===== src/rtl/vga_sync_decoder_if.sv =====
// Sync input and decoded-position bundle for the VGA sync decoder.
// VGA_SYNC_ERR_CNT_EN adds the lock_loss_cnt status field.
interface vga_sync_decoder_if;
  logic        hsync;
  logic        vsync;
  logic [15:0] pixel_x;
  logic [15:0] pixel_y;
  logic        video_on;
  logic        locked;
  logic        frame_start;
  logic [15:0] line_len;
  logic [15:0] frame_lines;
`ifdef VGA_SYNC_ERR_CNT_EN
  logic [15:0] lock_loss_cnt;

  modport master (
    output hsync, vsync,
    input  pixel_x, pixel_y, video_on, locked,
    input  frame_start, line_len, frame_lines,
    input  lock_loss_cnt
  );

  modport slave (
    input  hsync, vsync,
    output pixel_x, pixel_y, video_on, locked,
    output frame_start, line_len, frame_lines,
    output lock_loss_cnt
  );
`else
  modport master (
    output hsync, vsync,
    input  pixel_x, pixel_y, video_on, locked,
    input  frame_start, line_len, frame_lines
  );

  modport slave (
    input  hsync, vsync,
    output pixel_x, pixel_y, video_on, locked,
    output frame_start, line_len, frame_lines
  );
`endif
endinterface


===== src/rtl/vga_sync_decoder.sv =====
// Rebuilds VGA position counters from hsync/vsync and locks to 640x480@60.
// Define VGA_SYNC_ERR_CNT_EN to add the saturating lock_loss_cnt output.
module vga_sync_decoder #(
  parameter int H_TOTAL  = 800,
  parameter int H_SYNC   = 96,
  parameter int H_BP     = 48,
  parameter int H_ACTIVE = 640,
  parameter int V_TOTAL  = 525,
  parameter int V_SYNC   = 2,
  parameter int V_BP     = 33,
  parameter int V_ACTIVE = 480
) (
  input logic clk_25MHz,
  input logic reset,
  vga_sync_decoder_if.slave bus
);

  localparam logic [15:0] HT    = 16'(H_TOTAL);
  localparam logic [15:0] VT    = 16'(V_TOTAL);
  localparam logic [15:0] H_ST  = 16'(H_SYNC + H_BP);
  localparam logic [15:0] H_END = 16'(H_SYNC + H_BP + H_ACTIVE);
  localparam logic [15:0] V_ST  = 16'(V_SYNC + V_BP);
  localparam logic [15:0] V_END = 16'(V_SYNC + V_BP + V_ACTIVE);
  localparam logic [15:0] H_TMO = 16'(2 * H_TOTAL);
  localparam logic [15:0] V_TMO = 16'(V_TOTAL + V_SYNC);
  localparam logic [15:0] SAT   = 16'hFFFF;

  typedef enum logic [1:0] {
    SEARCH,
    VERIFY,
    LOCKED
  } state_t;

  state_t      state_q;
  logic        frame_start_q;
  logic        hs_r_q, vs_r_q;
  logic        vs_pend_q, vs_pend_d;
  logic [15:0] h_cnt_q, h_cnt_d;
  logic [15:0] v_cnt_q, v_cnt_d;
  logic [15:0] line_len_q, line_len_d;
  logic [15:0] frame_lines_q, frame_lines_d;

  logic        hs_fall, vs_fall, boundary;
  logic [15:0] h_inc, v_inc;
  logic        h_len_ok, v_len_ok;
  logic        timeout, lock_drop;
  logic        hwin, vwin;

  assign hs_fall  = hs_r_q & ~bus.hsync;
  assign vs_fall  = vs_r_q & ~bus.vsync;
  assign boundary = hs_fall & (vs_fall | vs_pend_q);
  assign h_inc    = h_cnt_q + 16'd1;
  assign v_inc    = v_cnt_q + 16'd1;
  assign h_len_ok = (h_inc == HT);
  assign v_len_ok = (v_inc == VT);
  assign timeout  = (h_cnt_q >= H_TMO) | (v_cnt_q >= V_TMO);

  // A locked state is lost on a timeout, bad line, or bad frame height.
  assign lock_drop = (state_q == LOCKED) &
                     (timeout |
                      (hs_fall & (~h_len_ok |
                                  (boundary & ~v_len_ok))));

  // Next-state for counters and measurements; vs_fall arms a frame boundary.
  always_comb begin
    h_cnt_d       = h_cnt_q;
    v_cnt_d       = v_cnt_q;
    line_len_d    = line_len_q;
    frame_lines_d = frame_lines_q;
    vs_pend_d     = vs_pend_q | vs_fall;
    if (hs_fall) begin
      line_len_d = h_inc;
      h_cnt_d    = '0;
    end else if (h_cnt_q != SAT) begin
      h_cnt_d = h_inc;
    end
    if (boundary) begin
      frame_lines_d = v_inc;
      v_cnt_d       = '0;
      vs_pend_d     = 1'b0;
    end else if (hs_fall && v_cnt_q != SAT) begin
      v_cnt_d = v_inc;
    end
  end

  // Sync edge registers, position counters and measurements.
  always_ff @(posedge clk_25MHz or posedge reset) begin
    if (reset) begin
      hs_r_q        <= 1'b1;
      vs_r_q        <= 1'b1;
      vs_pend_q     <= 1'b0;
      h_cnt_q       <= '0;
      v_cnt_q       <= '0;
      line_len_q    <= '0;
      frame_lines_q <= '0;
    end else begin
      hs_r_q        <= bus.hsync;
      vs_r_q        <= bus.vsync;
      vs_pend_q     <= vs_pend_d;
      h_cnt_q       <= h_cnt_d;
      v_cnt_q       <= v_cnt_d;
      line_len_q    <= line_len_d;
      frame_lines_q <= frame_lines_d;
    end
  end

  // Lock FSM, stepped on each hsync fall, with timeouts overriding.
  always_ff @(posedge clk_25MHz or posedge reset) begin
    if (reset) begin
      state_q       <= SEARCH;
      frame_start_q <= 1'b0;
    end else begin
      frame_start_q <= 1'b0;
      if (timeout) begin
        state_q <= SEARCH;
      end else if (hs_fall) begin
        unique case (state_q)
          SEARCH: begin
            if (boundary) state_q <= VERIFY;
          end
          VERIFY: begin
            if (!h_len_ok) begin
              state_q <= SEARCH;
            end else if (boundary && v_len_ok) begin
              state_q       <= LOCKED;
              frame_start_q <= 1'b1;
            end
          end
          LOCKED: begin
            if (boundary) frame_start_q <= 1'b1;
            if (lock_drop) state_q <= SEARCH;
          end
          default: state_q <= SEARCH;
        endcase
      end
    end
  end

`ifdef VGA_SYNC_ERR_CNT_EN
  logic [15:0] loss_q;

  // Counts lock losses, holding at full scale.
  always_ff @(posedge clk_25MHz or posedge reset) begin
    if (reset) begin
      loss_q <= '0;
    end else if (lock_drop && loss_q != SAT) begin
      loss_q <= loss_q + 16'd1;
    end
  end

  assign bus.lock_loss_cnt = loss_q;
`endif

  assign hwin = (h_cnt_q >= H_ST) && (h_cnt_q < H_END);
  assign vwin = (v_cnt_q >= V_ST) && (v_cnt_q < V_END);

  assign bus.locked      = (state_q == LOCKED);
  assign bus.video_on    = bus.locked & hwin & vwin;
  assign bus.pixel_x     = hwin ? (h_cnt_q - H_ST) : '0;
  assign bus.pixel_y     = vwin ? (v_cnt_q - V_ST) : '0;
  assign bus.frame_start = frame_start_q;
  assign bus.line_len    = line_len_q;
  assign bus.frame_lines = frame_lines_q;

endmodule


===== src/flat_wrapper.sv =====
// flat-port wrapper written by rule: the top's interface ports become plain ports
module vga_sync_decoder_flat 
#(
  parameter int H_TOTAL  = 800,
  parameter int H_SYNC   = 96,
  parameter int H_BP     = 48,
  parameter int H_ACTIVE = 640,
  parameter int V_TOTAL  = 525,
  parameter int V_SYNC   = 2,
  parameter int V_BP     = 33,
  parameter int V_ACTIVE = 480
)
  (clk_25MHz, reset, bus_hsync, bus_vsync, bus_pixel_x, bus_pixel_y, bus_video_on, bus_locked, bus_frame_start, bus_line_len, bus_frame_lines);
  vga_sync_decoder_if bus_i ();
  input logic clk_25MHz;
  input logic reset;
  input wire logic [$bits(bus_i.hsync)-1:0] bus_hsync;
  input wire logic [$bits(bus_i.vsync)-1:0] bus_vsync;
  output wire logic [$bits(bus_i.pixel_x)-1:0] bus_pixel_x;
  output wire logic [$bits(bus_i.pixel_y)-1:0] bus_pixel_y;
  output wire logic [$bits(bus_i.video_on)-1:0] bus_video_on;
  output wire logic [$bits(bus_i.locked)-1:0] bus_locked;
  output wire logic [$bits(bus_i.frame_start)-1:0] bus_frame_start;
  output wire logic [$bits(bus_i.line_len)-1:0] bus_line_len;
  output wire logic [$bits(bus_i.frame_lines)-1:0] bus_frame_lines;
  assign bus_i.hsync = bus_hsync;
  assign bus_i.vsync = bus_vsync;
  assign bus_pixel_x = bus_i.pixel_x;
  assign bus_pixel_y = bus_i.pixel_y;
  assign bus_video_on = bus_i.video_on;
  assign bus_locked = bus_i.locked;
  assign bus_frame_start = bus_i.frame_start;
  assign bus_line_len = bus_i.line_len;
  assign bus_frame_lines = bus_i.frame_lines;
  vga_sync_decoder #(.H_TOTAL(H_TOTAL), .H_SYNC(H_SYNC), .H_BP(H_BP), .H_ACTIVE(H_ACTIVE), .V_TOTAL(V_TOTAL), .V_SYNC(V_SYNC), .V_BP(V_BP), .V_ACTIVE(V_ACTIVE)) u_core (.clk_25MHz(clk_25MHz), .reset(reset), .bus(bus_i));
endmodule

===== config.mk =====
export PLATFORM = sky130hd
export DESIGN_NAME = vga_sync_decoder_flat
export DESIGN_NICKNAME = d
export VERILOG_FILES = /design/src/rtl/vga_sync_decoder_if.sv /design/src/rtl/vga_sync_decoder.sv /design/src/flat_wrapper.sv
export SDC_FILE = /design/constraint.sdc
export NUM_CORES = 1
export LEC_CHECK = 0
export CORE_MARGIN = 10
export CORE_UTILIZATION = 54
export CTS_BUF_LIST = sky130_fd_sc_hd__clkbuf_16
export CTS_CLUSTER_DIAMETER = 100
export CTS_CLUSTER_SIZE = 30
export DETAILED_ROUTE_END_ITERATION = 16
export GPL_ROUTABILITY_DRIVEN = 0
export HOLD_SLACK_MARGIN = 0.08
export PLACE_DENSITY = 0.81
export SLEW_MARGIN = 15
export SYNTH_ARGS = -nofsm -noshare
export SYNTH_HDL_FRONTEND = slang
export SYNTH_SLANG_ARGS = --single-unit

===== constraint.sdc =====
create_clock -name clk_25MHz -period 3.4 [get_ports clk_25MHz]
set_clock_uncertainty 0.05 [all_clocks]
set_input_delay 0.68 -clock clk_25MHz [delete_from_list [all_inputs] [get_ports clk_25MHz]]
set_output_delay 0.68 -clock clk_25MHz [all_outputs]
set_load 0.02 [all_outputs]

* Yosys cells after proc, flatten, opt, wreduce, memory -nomap -nowiden
Cells that the tools add are included. Widths: inputs -> output; s select.
Operators by class: $add $sub $neg 4, multiplexer cells 20, $lt $le $gt $ge 6, div/mod/pow operators 0, equality and inequality tests 9, multiply operators 0, shift operators 0, bitwise gates (word level) 16, reductions and logical operators 9
Operator list (count):
- $mux 16 | 6
- $add 16x1->16 const B | 2
- $eq 16x10->1 const B | 2
- $lt 16x10->1 const B | 2
- $ne 16x16->1 const B | 2
- $ge 16x10->1 const B | 1
- $ge 16x11->1 const B | 1
- $ge 16x6->1 const B | 1
- $ge 16x8->1 const B | 1
- $sub 16x6->16 const B | 1
- $sub 16x8->16 const B | 1
- $mux 2 | 6
- $and 1x1->1 | 8
- $mux 1 | 6
- $pmux 2 s3 | 1
- $reduce_bool 2->1 | 3
- $logic_and 1x1->1 | 4
- $ne 4x4->1 const B | 1
- $not 1->1 | 4
- $or 1x1->1 | 4
- $reduce_and 4->1 | 1
- $ne 3x1->1 const B | 1
- $ne 3x3->1 const B | 1
- $eq 2x1->1 const B | 1
- other kinds (3) | 3
Storage, ports and cells: latch bits 0, memories 0, input bits 4, memory bits (writable) 0, memory bits (read-only) 0, output and inout bits 67, register bits after elaboration 70

* Logic depth before layout (Yosys ltp)
Gate-level depths: netlist of the first run.
depth after elaboration 13, mapped depth 11

* Least setup slack after synthesis of the first run
Ideal clock, no wire load.
path type register -> output, from reg u_core.v_cnt_q[1], to out bus_pixel_y[11], path slack 0.543 ns, arrival 2.127 ns, cell stages (with the launch flop) 9, cell sequence dfrtp_1 > ha_1 > clkbuf_2 > nor4_1 > nand2b_1 > a21oi_1 > o21bai_1 > clkbuf_1 > nor2_1
Between the ends: longest elaborated chain between the ends 3, elaborated cells on any way between the ends 5, those cells by class 1 x add/sub; 2 x order compare; 1 x mux; 1 x reduce/logical
RTL lines:
- start, declared | line vga_sync_decoder.sv:39 | logic [15:0] v_cnt_q, v_cnt_d;
- start signal, assigned | line vga_sync_decoder.sv:101 | v_cnt_q <= v_cnt_d;
- $ge 16x6->1 or $lt 16x10->1 (tied branches) | line vga_sync_decoder.sv:155 | assign vwin = (v_cnt_q >= V_ST) && (v_cnt_q < V_END);
- $logic_and 1x1->1 | line vga_sync_decoder.sv:155
- $mux 16 * | line vga_sync_decoder.sv:160 | assign bus.pixel_y = vwin ? (v_cnt_q - V_ST) : '0;
- end, declared | line flat_wrapper.sv:20 | output wire logic [$bits(bus_i.pixel_y)-1:0] bus_pixel_y;
Mark *: on every way between the ends. The rest lies on a longest branch, timed or not.

* Final worst setup path of the first run
from reg u_core.h_cnt_q[5], to out bus_video_on
Between the ends: longest elaborated chain between the ends 4, elaborated cells on any way between the ends 5, those cells by class 2 x order compare; 2 x bitwise; 1 x reduce/logical
RTL lines:
- start, declared | line vga_sync_decoder.sv:38 | logic [15:0] h_cnt_q, h_cnt_d;
- start signal, assigned | line vga_sync_decoder.sv:100 | h_cnt_q <= h_cnt_d;
- $ge 16x8->1 or $lt 16x10->1 (tied branches) | line vga_sync_decoder.sv:154 | assign hwin = (h_cnt_q >= H_ST) && (h_cnt_q < H_END);
- $logic_and 1x1->1 * | line vga_sync_decoder.sv:154
- $and 1x1->1 * (2 in series) | line vga_sync_decoder.sv:158 | assign bus.video_on = bus.locked & hwin & vwin;
- end, declared | line flat_wrapper.sv:21 | output wire logic [$bits(bus_i.video_on)-1:0] bus_video_on;
Marks and branches as above.

==> results.sh, run 1 <==
export IMPL_status="finished, final reports clean"
export IMPL_boundaryPins=71
export IMPL_holdCritStartpoint="u_core.bus.frame_lines[1]"
export IMPL_final_cell_area_um2=5460
export IMPL_multi_input_area_um2=2310
export IMPL_power_density_nw_per_um2=438
export IMPL_fp_row_count=32
export IMPL_critPathLaunchType="flip-flop"
export IMPL_grt_overflow_total=0
export IMPL_dpl_hpwl_mm=8.06
export IMPL_internal_power_mw=1.71
export IMPL_synth_area_leaders="dfrtp_1 (40%), o21ai_0 (6.7%), nand2_1 (6.0%)"
export IMPL_p_clk_share_pct=41.7
export IMPL_setup_violations=0
export IMPL_clock_sinks=70
export IMPL_placed_cells=671
export IMPL_finalPower_mw=2.39
export IMPL_max_slew_margin_pct=51.0
export IMPL_cts_root_buf="clkbuf_16"
export IMPL_drc=0
export IMPL_async_flop_share_pct=100
export IMPL_path_clk_slew_ns=0.06
export IMPL_drt_total_wl_mm=11.0
export IMPL_n_antenna_cell=0
export IMPL_drt_iter0_drc=218
export IMPL_design_core_area_um2=7730
export IMPL_synth_seq_area_share_pct=40.8
export IMPL_tightest_slew_ns=0.735
export IMPL_cts_setup_buffers=0
export IMPL_syn_area_um2=4300
export IMPL_switchingPower_uw=676
export IMPL_vias=3898
export IMPL_layout_common_cells="nand2_1 (69), dfrtp_1 (68), o21ai_0 (57)"
export IMPL_clkLatencyLatePin_ns=0.34
export IMPL_r2r_start="u_core.v_cnt_q[2]"
export IMPL_die_h_um=109
export IMPL_antenna_left=0
export IMPL_netlist_area_leader_share_pct=39.5
export IMPL_grt_max_degree=36
export IMPL_finalCritPeriodShare_pct=94.8
export IMPL_clock_path_buffers=2
export IMPL_final_nets=596
export IMPL_synth_cells=516
export IMPL_cts_buffers=9
export IMPL_cp_max_fo=17
export IMPL_post_drt_wl_per_cell_um=16.1
export IMPL_yosys_warnings=0
export IMPL_grt_pass1_wl_mm=18.5
export IMPL_final_setup_tns_ns=0
export IMPL_swShare_pct=28.3
export IMPL_grt_antenna_before_repair=0
export IMPL_p_leak_nw=2.61
export IMPL_cts_tree="built"
export IMPL_seqCellArea_um2=1750
export IMPL_synth_cell_type_count=61
export IMPL_cap_violations=0
export IMPL_hp_class="flip-flop to flip-flop"
export IMPL_arrival_ns=2.49
export IMPL_p_seq_share_pct=39.8
export IMPL_holdWs_ns=0.426
export IMPL_critPathKind="flip-flop to primary output"
export IMPL_fill_cells=589
export IMPL_final_common_cell="nand2_1"
export IMPL_ir_drop_mv=0.304
export IMPL_io_buffer_count=67
export IMPL_worstPathRequired_ns=2.67
export IMPL_combPwrFrac_pct=18.5
export IMPL_dr_pass1_iters=7
export IMPL_end_kind="primary output"
export IMPL_via_per_inst=5.67
export IMPL_final_cells=687
export IMPL_reg2reg_depth=9
export IMPL_synth_ff_type="dfrtp_1"
export IMPL_finalHoldViolCount=0
export IMPL_layout_drive_gt1_share_pct=10.1
export IMPL_die_w_um=109
export IMPL_yosysTopAreaCell="dfrtp_1"
export IMPL_timing_final_crit_period_ns=3.22
export IMPL_rsz0062_at_grt="no"
export IMPL_slew_violations=0
export IMPL_dpl_cell_area_um2=5120
export IMPL_die_area_um2=11900
export IMPL_cts_htree_levels=3
export IMPL_synth_seq_cells=70
export IMPL_cp_startpoint="u_core.h_cnt_q[5]"
export IMPL_first_global_vias=3801
export IMPL_synth_edf_count=0
export IMPL_synthToLayoutAreaGrowth_pct=26.9
export IMPL_syn_area_per_cell_um2=8.34
export IMPL_hold_path_depth=2
export IMPL_track_usage_pct=19.2
export IMPL_initial_core_util_pct=55.7
export IMPL_fmax_mhz=310
timing repair:
action / in CTS / in global routing
resized for setup: 22 / 14
endpoints found under the setup margin: 29 / 16
cloned: 0 / 0
hold buffers: 0 / 0
cells in the mapped netlist, types with 2 or more instances:
cell type / number
and2_1: 8
dfrtp_1: 68
and4_1: 3
nand4_1: 6
nand3_1: 16
nor4_1: 6
dfstp_2: 2
or3_1: 3
mux2_1: 2
xnor2_1: 28
nor3b_1: 2
mux2i_1: 3
o211ai_1: 3
nand2_1: 69
and3_1: 5
nor3_2: 2
o21ai_0: 58
nand2b_1: 4
clkbuf_1: 25
o31ai_1: 7
a31oi_1: 6
buf_2: 9
buf_4: 6
a21oi_1: 27
nor2_1: 56
o31a_1: 3
a2bb2oi_1: 2
nor3_1: 9
inv_1: 19
buf_1: 2
ha_1: 12
o21ai_1: 3
xor2_1: 14
state kept, by name, indices dropped and copies added, names as in the netlist:
signal / count
u_core.vs_pend_q: 1
u_core.bus.line_len: 16
u_core.state_q: 2
u_core.h_cnt_q: 16
u_core.hs_r_q: 1
u_core.bus.frame_lines: 16
u_core.v_cnt_q: 16
u_core.bus.frame_start: 1
u_core.vs_r_q: 1
per-layer routing:
metal | wire [µm] | GRT usage, % | share of wire [%] | vias up
li1 | - | - | - | 1886
met1 | 4380 | 21.9 | 40 | 1818
met2 | 5490 | 32.9 | 50 | 167
met3 | 954 | 6.61 | 8.6 | 27
met4 | 223 | 6.60 | 2.0 | 0
met5 | 0 | 0 | 0 | -
worst paths after layout:
kind                                              to  slack (ns)
setup reg to reg                   u_core.state_q[0]        0.50
min in group asynchronous     u_core.bus.line_len[2]        0.74
hold / removal             u_core.bus.frame_lines[1]        0.43
hold reg to reg            u_core.bus.frame_lines[1]        0.43
max in group asynchronous  u_core.bus.frame_lines[8]        1.76
setup / recovery                        bus_video_on        0.18
per-stage QoR:
stage / utilization, % / setup WS (ns)
after CTS: 70.1 / 0.0133
after global routing: 70.7 / 0.00953
after detailed placement: 66.2 / -0.0112
after global placement: 66.2 / 0.0937
final: 70.7 / 0.176
after floorplan: - / 0.543
power by group through the flow:
| stage | clock network (mW) | logic, mW | registers (mW) |
|---|---|---|---|
| after global routing | 1.05 | 0.490 | 0.960 |
| after global placement | 0 | 0.425 | 0.960 |
| final | 0.995 | 0.443 | 0.951 |
| after floorplan | 0 | 0.245 | 0.992 |
| after CTS | 1.00 | 0.441 | 0.949 |
| after detailed placement | 0 | 0.439 | 0.964 |
cell type report:
cell class | instances | area share [%]
well taps | 102 | 2.34
inverters | 19 | 1.31
multi-input cells | 386 | 42.3
clock buffers | 9 | 4.12
clock inverters | 7 | 1.65
repair buffers | 94 | 16.2
flip-flops and latches | 70 | 32.1
critical path, cell delays in order (launching register included):
cell and delay (ns):
dfrtp_1 0.45, inv_2 0.14, ha_1 0.21, inv_1 0.06
o21ai_1 0.19, nand2_1 0.10, a311o_1 0.33, nand3_1 0.10
buf_6 0.17, nor3_1 0.07, dlygate4sd2_1 0.35
cell families after synthesis:
kind of cell | share of synthesized area, %
AOI/OAI and AO/OA | 16.2
buffers and inverters | 6.22
adders and majority gates | 3.49
muxes | 1.22
DFF | 40.8
xor gates and xnor gates | 8.55
and+or+nand+nor | 23.5
other | 0.0871
Note: power is estimated with default switching activity, not from simulation.
==> inputs of run 2 (changes only) <==
CAP_MARGIN = 20   (was default)
SLEW_MARGIN = 40   (was 15)
==> results.sh, run 2 (same netlist as run 1, synthesis figures left out) <==
export IMPL_finalCritPeriodShare_pct=95.5
export IMPL_drc=0
export IMPL_fin_ws_ns=0.151
export IMPL_cp_max_fo=2
export IMPL_final_nets=596
export IMPL_layout_drive_gt1_share_pct=10.1
export IMPL_layout_common_cells="nand2_1 (69), dfrtp_1 (68), o21ai_0 (57)"
export IMPL_first_global_vias=3837
export IMPL_die_area_um2=11900
export IMPL_final_cells=687
export IMPL_worstPathRequired_ns=2.67
export IMPL_p_leak_nw=2.57
export IMPL_post_drt_wl_per_cell_um=16.0
export IMPL_grt_antenna_before_repair=0
export IMPL_fill_cells=602
export IMPL_antenna_left=0
export IMPL_rsz0062_at_grt="no"
export IMPL_cts_buffers=9
export IMPL_vias=3850
export IMPL_dpl_cell_area_um2=5120
export IMPL_design_core_area_um2=7730
export IMPL_clock_path_buffers=2
export IMPL_slew_violations=0
export IMPL_grt_overflow_total=0
export IMPL_status="finished, final reports clean"
export IMPL_via_per_inst=5.60
export IMPL_path_clk_slew_ns=0.05
export IMPL_grt_pass1_wl_mm=18.5
export IMPL_io_buffer_count=67
export IMPL_cts_htree_levels=3
export IMPL_hp_class="flip-flop to flip-flop"
export IMPL_critPathKind="flip-flop to primary output"
export IMPL_clkLatencyLatePin_ns=0.34
export IMPL_final_setup_tns_ns=0
export IMPL_ir_drop_mv=0.299
export IMPL_boundaryPins=71
export IMPL_grt_max_degree=36
export IMPL_fmax_mhz=308
export IMPL_max_slew_margin_pct=51.8
export IMPL_clock_sinks=70
export IMPL_pre_cts_ws_ns=0.116
export IMPL_synthToLayoutAreaGrowth_pct=26.2
export IMPL_die_w_um=109
export IMPL_final_cell_area_um2=5430
export IMPL_placed_cells=671
export IMPL_die_h_um=109
export IMPL_final_core_util_pct=70.3
export IMPL_end_kind="primary output"
export IMPL_multi_input_area_um2=2310
export IMPL_ctsHoldBuffers=0
export IMPL_drt_iter0_drc=198
export IMPL_holdWs_ns=0.427
export IMPL_cap_violations=0
export IMPL_arrival_ns=2.52
export IMPL_cts_root_buf="clkbuf_16"
export IMPL_dr_pass1_iters=4
export IMPL_cp_cell_sequence="ha_1, nor4_2, buf_4, and4b_1, o2111a_1, clkdlybuf4s50_1"
export IMPL_track_usage_pct=19.1
export IMPL_drt_total_wl_mm=11.0
export IMPL_seqCellArea_um2=1750
export IMPL_final_common_cell="nand2_1"
export IMPL_dpl_hpwl_mm=8.03
export IMPL_power_density_nw_per_um2=426
export IMPL_setup_violations=0
export IMPL_timing_final_crit_period_ns=3.25
export IMPL_fp_row_count=32
export IMPL_finalPower_mw=2.31
export IMPL_cts_tree="built"
export IMPL_critPathLaunchType="flip-flop"
export IMPL_tightest_slew_ns=0.722
export IMPL_initial_core_util_pct=55.7
export IMPL_n_antenna_cell=0
export IMPL_crit_path_max_incr_delay_ns=0.64
export IMPL_finalHoldViolCount=0
export IMPL_crit_slowest_cell="clkdlybuf4s50_1"
-- run 2: cell count changes in the layout (fill, tap and decap cells not counted), sizes merged --
cell           before  now
clkinvlp            3    4
bufinv              2    1
clkdlybuf4s50      37   38
dlymetal6s2s       12   10
dlygate4sd1         0    1
-- run 2: per-layer routing --
metal | vias up | routed length, µm | GRT usage, % | share of wire, %
met4 | 0 | 158 | 6.23 | 1.4
met5 | - | 0 | 0 | 0
met1 | 1809 | 4510 | 21.8 | 41
met3 | 22 | 953 | 7.32 | 8.6
met2 | 129 | 5400 | 32.2 | 49
li1 | 1890 | - | - | -
-- run 2: worst paths after layout --
path	from	endpoint	slack (ns)	cells after the start
worst max-delay path	u_core.v_cnt_q[0]	bus_pixel_y[2]	0.15	6
worst min-delay path	u_core.bus.frame_lines[1]	u_core.bus.frame_lines[1]	0.43	2
worst max register to register	u_core.v_cnt_q[3]	u_core.state_q[0]	0.50	9
worst min register to register	u_core.bus.frame_lines[1]	u_core.bus.frame_lines[1]	0.43	2
max in group asynchronous	reset	u_core.bus.frame_lines[8]	1.76	3
min in group asynchronous	reset	u_core.bus.line_len[6]	0.73	2
-- run 2: power breakdown --
group | total, mW | internal [mW] | switching [mW]
clock network | 0.922 | 0.562 | 0.361
logic | 0.441 | 0.177 | 0.264
registers | 0.951 | 0.900 | 0.0510
-- run 2: timing repair --
item | in CTS | in global routing
hold endpoints to repair | 0 | 0
setup endpoints to repair | 29 | 13
buffers inserted | 0 | 0
gates resized for setup | 22 | 14
cloned | 0 | 0
-- run 2: final cells by class --
| class | instances | area share [%] |
|---|---|---|
| flip-flops and latches | 70 | 32.3 |
| well taps | 102 | 2.35 |
| repair buffers | 94 | 16.2 |
| multi-input cells | 386 | 42.5 |
| inverters | 19 | 1.31 |
| clock inverters | 7 | 1.24 |
| clock buffers | 9 | 4.15 |
-- run 2: worst max-delay path, delay by kind of cell (launching register included) --
family	cells	cell delay [ns]
AO/OA/AOI/OAI	1	0.22
AND/OR/NAND/NOR	2	0.56
flip-flops	1	0.38
adder cells (fa/ha/maj)	1	0.22
buffers and inverters	2	0.80
==> inputs of run 3 (changes only) <==
--- a/constraint.sdc
+++ b/constraint.sdc
@@ -4,2 +4,2 @@
 set_output_delay 0.68 -clock clk_25MHz [all_outputs]
-set_load 0.02 [all_outputs]
+set_load 0.1 [all_outputs]
==> results.sh, run 3 (same netlist as run 1, synthesis figures left out) <==
export IMPL_grt_pass1_wl_mm=19.1
export IMPL_rsz0062_at_grt="no"
export IMPL_cp_max_fo=16
export IMPL_cap_violations=0
export IMPL_cts_tree="built"
export IMPL_boundaryPins=71
export IMPL_r2r_start="u_core.v_cnt_q[3]"
export IMPL_die_area_um2=11900
export IMPL_p_clk_share_pct=34.3
export IMPL_internal_power_mw=1.54
export IMPL_critPathLaunchType="flip-flop"
export IMPL_clkLatencyLatePin_ns=0.33
export IMPL_fill_cells=581
export IMPL_vias=3849
export IMPL_fp_row_count=32
export IMPL_max_slew_margin_pct=57.1
export IMPL_arrival_ns=2.48
export IMPL_grt_antenna_before_repair=0
export IMPL_track_usage_pct=19.8
export IMPL_drc=0
export IMPL_cts_buffers=9
export IMPL_final_common_cell="nand2_1"
export IMPL_critPathKind="flip-flop to primary output"
export IMPL_clock_sinks=70
export IMPL_fin_ws_ns=0.190
export IMPL_path_buf_inv=4
export IMPL_dpl_hpwl_mm=8.27
export IMPL_path_clk_slew_ns=0.06
export IMPL_setup_violations=0
export IMPL_layout_common_cells="nand2_1 (69), dfrtp_1 (67), o21ai_0 (57)"
export IMPL_synthToLayoutAreaGrowth_pct=28.5
export IMPL_via_per_inst=5.74
export IMPL_combPwrFrac_pct=26.5
export IMPL_antenna_left=0
export IMPL_grt_max_degree=37
export IMPL_swShare_pct=37.5
export IMPL_crit_slowest_cell="dfrtp_1"
export IMPL_die_h_um=109
export IMPL_cts_htree_levels=3
export IMPL_fmax_mhz=312
export IMPL_n_antenna_cell=0
export IMPL_hp_class="flip-flop to flip-flop"
export IMPL_cp_startpoint="u_core.h_cnt_q[4]"
export IMPL_finalPower_mw=2.47
export IMPL_cts_root_buf="clkbuf_16"
export IMPL_timing_final_crit_period_ns=3.21
export IMPL_pre_cts_ws_ns=0.386
export IMPL_ctsHoldBuffers=0
export IMPL_layout_drive_gt1_share_pct=20.0
export IMPL_drt_iter0_drc=252
export IMPL_slew_violations=0
export IMPL_cp_cell_sequence="inv_2, ha_1, inv_1, o21ai_1, nand2_1, a311o_1, nand3_1, buf_6, nor2_1, buf_12"
export IMPL_power_density_nw_per_um2=446
export IMPL_p_seq_share_pct=39.2
export IMPL_dr_pass1_iters=4
export IMPL_finalHoldViolCount=0
export IMPL_holdCritStartpoint="u_core.bus.frame_lines[1]"
export IMPL_switchingPower_uw=927
export IMPL_cpLargestDelayFamily="buffers and inverters"
export IMPL_first_global_vias=3849
export IMPL_clock_path_buffers=2
export IMPL_die_w_um=109
export IMPL_io_buffer_count=67
export IMPL_p_leak_nw=2.40
export IMPL_post_drt_wl_per_cell_um=16.9
export IMPL_grt_overflow_total=0
export IMPL_final_nets=580
export IMPL_ir_drop_mv=0.256
export IMPL_design_core_area_um2=7730
export IMPL_end_kind="primary output"
export IMPL_drt_total_wl_mm=11.3
export IMPL_crit_path_max_incr_delay_ns=0.48
export IMPL_tightest_slew_ns=0.643
export IMPL_finalCritPeriodShare_pct=94.4
export IMPL_worstPathRequired_ns=2.67
export IMPL_status="finished, final reports clean"
export IMPL_initial_core_util_pct=55.7
run 3: final timing paths:
path / cells past startpoint / to / slack, ns
setup / recovery: 10 / bus_pixel_x[10] / 0.19
hold / removal: 2 / u_core.bus.frame_lines[1] / 0.43
setup reg to reg: 8 / u_core.state_q[0] / 0.37
hold reg to reg: 2 / u_core.bus.frame_lines[1] / 0.43
max in group asynchronous: 3 / u_core.v_cnt_q[0] / 2.02
min in group asynchronous: 2 / u_core.bus.frame_lines[1] / 0.68
run 3: final cells by class:
type                            instances  area (µm²)  area share [%]
Multi-Input combinational cell        386        2320            42.0
Sequential cell                        70        1760            31.7
Timing Repair Buffer                   78         985            17.8
Clock buffer                            9         225            4.07
Tap cell                              102         128            2.31
Inverter                               19        72.6            1.31
Clock inverter                          7        42.5           0.769
run 3: timing repair:
action / in CTS / in global routing
gates resized for setup: 0 / 9
endpoints found under the setup margin: 0 / 29
buffers inserted: 0 / 0
run 3: metrics by stage:
step                      hold WS (ns)  setup TNS (ns)  instance area (µm²)  instances  util [%]
after floorplan                  0.475           -7.38                 4330        518         -
after global placement           0.414               0                 5240        655      67.8
after detailed placement         0.421               0                 5240        655      67.8
after CTS                        0.435               0                 5510        671      71.3
after global routing             0.454               0                 5530        671      71.6
final                            0.427               0                 5530        671      71.6
run 3: layer usage:
| layer | global-route usage [%] | wire length, µm | share of wire (%) | vias to the layer above |
|---|---|---|---|---|
| met3 | 4.84 | 836 | 7.4 | 14 |
| met1 | 22.7 | 4440 | 39 | 1828 |
| met5 | 0 | 0 | 0 | - |
| met4 | 7.81 | 159 | 1.4 | 0 |
| li1 | - | - | - | 1848 |
| met2 | 34.7 | 5870 | 52 | 159 |
run 3: power groups by stage:
stage	clock (mW)	sequential (mW)	combinational, mW
after floorplan	0	1.18	0.295
final	0.846	0.966	0.655
after detailed placement	0	0.978	0.649
after global placement	0	0.975	0.631
after global routing	0.894	0.976	0.700
after CTS	0.860	0.965	0.654
run 3: worst min-delay path: stages, from the launching register on:
cell	delay (ns)
dfrtp_1	0.34
nand2_1	0.04
o21ai_0	0.06
